===== src/rtl/mux2_reg.sv =====
// Two-input word selector: a zero-latency combinational output plus a
// registered copy with a valid flag for pipelined consumers.
module mux2_reg #(
  parameter int               WIDTH       = 32,
  parameter logic [WIDTH-1:0] RESET_VALUE = '0
) (
  input  logic             clk,
  input  logic             rst_n,
  input  logic [WIDTH-1:0] a,
  input  logic [WIDTH-1:0] b,
  input  logic             sel,
  input  logic             in_valid,
  output logic [WIDTH-1:0] mux_out,
  output logic [WIDTH-1:0] mux_out_q,
  output logic             out_valid
);

  logic [WIDTH-1:0] w_sel;
  logic [WIDTH-1:0] r_mux_q;
  logic             r_vld;

  assign w_sel   = sel ? b : a;
  assign mux_out = w_sel;

  // The data word holds its last captured value across idle cycles, so a
  // consumer that misses out_valid still sees the most recent accepted word.
  always_ff @(posedge clk or negedge rst_n) begin
    if (!rst_n) begin
      r_mux_q <= RESET_VALUE;
      r_vld   <= 1'b0;
    end else begin
      r_vld <= in_valid;
      if (in_valid) begin
        r_mux_q <= w_sel;
      end
    end
  end

  assign mux_out_q = r_mux_q;
  assign out_valid = r_vld;

endmodule


===== config.mk =====
export PLATFORM = sky130hd
export DESIGN_NAME = mux2_reg
export DESIGN_NICKNAME = d
export VERILOG_FILES = /design/src/rtl/mux2_reg.sv
export SDC_FILE = /design/constraint.sdc
export NUM_CORES = 1
export LEC_CHECK = 0
export CORE_UTILIZATION = 38
export DETAILED_ROUTE_END_ITERATION = 12
export GPL_TIMING_DRIVEN = 0
export PLACE_DENSITY = 0.87
export SYNTH_ARGS = -nofsm -noshare
export SYNTH_HDL_FRONTEND = slang
export SYNTH_SLANG_ARGS = --single-unit

===== constraint.sdc =====
create_clock -name clk -period 1.1 [get_ports clk]
set_input_delay 0.11 -clock clk [delete_from_list [all_inputs] [get_ports clk]]
set_output_delay 0.11 -clock clk [all_outputs]
set_load 0.01 [all_outputs]

==> impl_metrics.json <==
{
  "status": "finished, final reports clean",
  "synth-simple-area-share_pct": 0,
  "arrival_ns": 0.96,
  "grt_pass1_wl_um": 6693,
  "power_mw": 3.533,
  "drive_gt1_share_pct": 46.34,
  "hpwl_um": 3390,
  "path_clk_slew_ns": 0.07,
  "area_growth_pct": 71.69,
  "crit_family": "flip-flops",
  "die_area_sq_mm": 0.005203,
  "yosys.area.top_type": "mux2_4",
  "grt_pass1_vias": 1425,
  "cp.buffers_inverters": 1,
  "netlist_instances": 105,
  "synth_fp_nets": 173,
  "leakagePower_nw": 1.572,
  "met1_usage_pct": 20.88,
  "power_frac_seq_pct": 40.8,
  "drcViolationCount": 0,
  "worst_pin_slew_ns": 0.7144,
  "drtPass1Iterations": 4,
  "avgViaCountPerCell": 4.454,
  "finClkSkew_ns": 0,
  "totalWireLength_um": 4390,
  "antenna_cells": 0,
  "synth_xor_area_share_pct": 0,
  "initial_core_util_pct": 39.58,
  "yosysSeqAreaShare_pct": 44.18,
  "holdCritPathClass": "input port to flip-flop",
  "overflow": 0,
  "yosysTopAreaCellShare_pct": 48.19,
  "syn_area_sq_mm": 0.001869,
  "synthAdderAreaFrac_pct": 0,
  "synthTopCellsByArea": "mux2_4 48%, dfrtp_1 44%, buf_12 3.2%",
  "gp_congestion": 0.6708,
  "internal_power_mw": 2.598,
  "synth_compound_area_share_pct": 0,
  "ir_drop_mv": 0.6093,
  "worstPathMaxFanout": 2,
  "min_from": "in_valid",
  "holdWs_ns": 0.1105,
  "cts.sinks": 33,
  "cts_buffers": 5,
  "fin_util_pct": 67.95,
  "port_buffers": 131,
  "power.density_mw_per_mm2": 1101,
  "h-tree-depth": 2,
  "relSlewSlack_pct": 52.37,
  "row_count": 25,
  "grt_max_degree": 34,
  "fillers": 370,
  "synth_top_family_by_area": "multiplexers",
  "met2_usage_pct": 26.79,
  "cp-end-kind": "output port",
  "synthMuxAreaShare_pct": 50.60,
  "p_clk_share_pct": 24.3,
  "dieWidth_um": 72.14,
  "crit_path_start": "mux_out_q[15]",
  "p_switching_mw": 0.9349,
  "startpoint_type": "flip-flop",
  "cp.required_ns": 0.99,
  "ant_nets": 0,
  "vias": 1394,
  "yosys_warnings": 0,
  "cp_cell_sequence": "dlygate4sd2_1",
  "max-cap-violations": 0,
  "grt_use_met3_pct": 6.667,
  "first_iter_violations": 32,
  "final-hold-violation-count": 0,
  "crit_slowest_cell": "dfrtp_1",
  "cts_tree": "built",
  "period_needed_ns": 1.068,
  "setup_viol": 0,
  "switching_share_pct": 26.46,
  "period_share_pct": 97.12,
  "ys_types": 7,
  "avgSynthCellArea_sq_um": 17.80,
  "drv_slew": 0,
  "busiest_layer": "met2",
  "critPathKind": "flip-flop to output port",
  "max_stage_delay_ns": 0.39,
  "antenna_found_initial": 0,
  "post-route-cell-area_sq_mm": 0.003209,
  "wl_per_cell_um": 14.03,
  "max_freq_ghz": 0.9361,
  "ioPinCount": 133,
  "nNetsFinal": 313,
  "synth_seq_cells": 33,
  "clock_latency_ns": 0.27,
  "finalSetupTns_ns": 0,
  "post_dp_cell_area_sq_mm": 0.003259,
  "cts-root-buf": "clkbuf_8",
  "clock_path_buffers": 2,
  "core_sq_mm": 0.004723,
  "r2r_start": "mux_out_q[11]",
  "rsz0062_at_grt": "false",
  "combinationalPowerShare_pct": 34.9,
  "grt_usage_pct": 17.01,
  "die_h_um": 72.14
}
## final timing paths
path                       slack [ns]  depth (start not counted)             to
max                              0.03                          1  mux_out_q[15]
min                              0.11                          1      out_valid
max reg2reg                      0.22                          2  mux_out_q[11]
min reg2reg                      0.50                          1   mux_out_q[0]
max in group asynchronous        0.21                          2   mux_out_q[7]
min in group asynchronous        0.42                          2  mux_out_q[12]
## cell families (layout without fill, tap and decap cells)
family | Yosys count | count (layout)
multiplexers | 64 | 64
flip-flops | 33 | 33
buffers and inverters | 8 | 149
## layer usage
layer | wire, um | part of all wire, %
met1 | 1857 | 42
met2 | 1988 | 45
met3 | 482 | 11
met4 | 61 | 1.4
met5 | 0 | 0
## synth_stat cells
| cell type | instances |
|---|---|
| mux2_4 | 60 |
| dfrtp_1 | 33 |
| mux2_2 | 4 |
| buf_12 | 3 |
| buf_4 | 3 |
| buf_6 | 1 |
| clkbuf_1 | 1 |
## power by group through the flow
| stage | Combinational, mW | Sequential (mW) | Clock (mW) |
|---|---|---|---|
| after floorplan | 0.542 | 1.53 | 0 |
| after global placement | 1.40 | 1.46 | 0 |
| after detailed placement | 1.41 | 1.46 | 0 |
| after CTS | 1.24 | 1.44 | 0.897 |
| after global routing | 1.31 | 1.46 | 0.946 |
| final | 1.23 | 1.44 | 0.859 |
## stage by stage
step	instances	setup slack, ns
final	313	0.03172
after global routing	313	0.0009684
after CTS	312	0.02099
after detailed placement	303	-0.5313
after global placement	303	-0.7015
after floorplan	105	0.03825
## cell usage in the layout, fill, tap and decap left out, types with 2 or more instances in the layout
cell type        count
mux2_4              60
clkbuf_8             6
clkinv_2             2
dfrtp_1             33
buf_12               5
dlygate4sd2_1       29
clkdlybuf4s50_1     64
buf_2               33
clkdlybuf4s15_1      5
mux2_2               4
## timing repair
action                                  in CTS  in global routing
hold buffers                                 1                  0
endpoints found under the setup margin      95                  6
buffers inserted                             0                  1
resized for setup                          173                  5
hold endpoints to repair                    33                  0
## registers in the layout, indices dropped and copies added, names as in the netlist
| name | cells |
|---|---|
| mux_out_q | 32 |
| out_valid | 1 |
## area by class of cell
| class | count | area [sq um] | area share, % |
|---|---|---|---|
| buffer | 8 | 140.1 | 4.366 |
| clock buffer | 5 | 68.82 | 2.144 |
| clock inverter | 3 | 17.52 | 0.5458 |
| multi-input combinational | 64 | 945.9 | 29.47 |
| sequential | 33 | 825.8 | 25.73 |
| tap | 67 | 83.83 | 2.612 |
| timing repair buffer | 133 | 1127 | 35.13 |
Power figures use the tool's default switching activity.
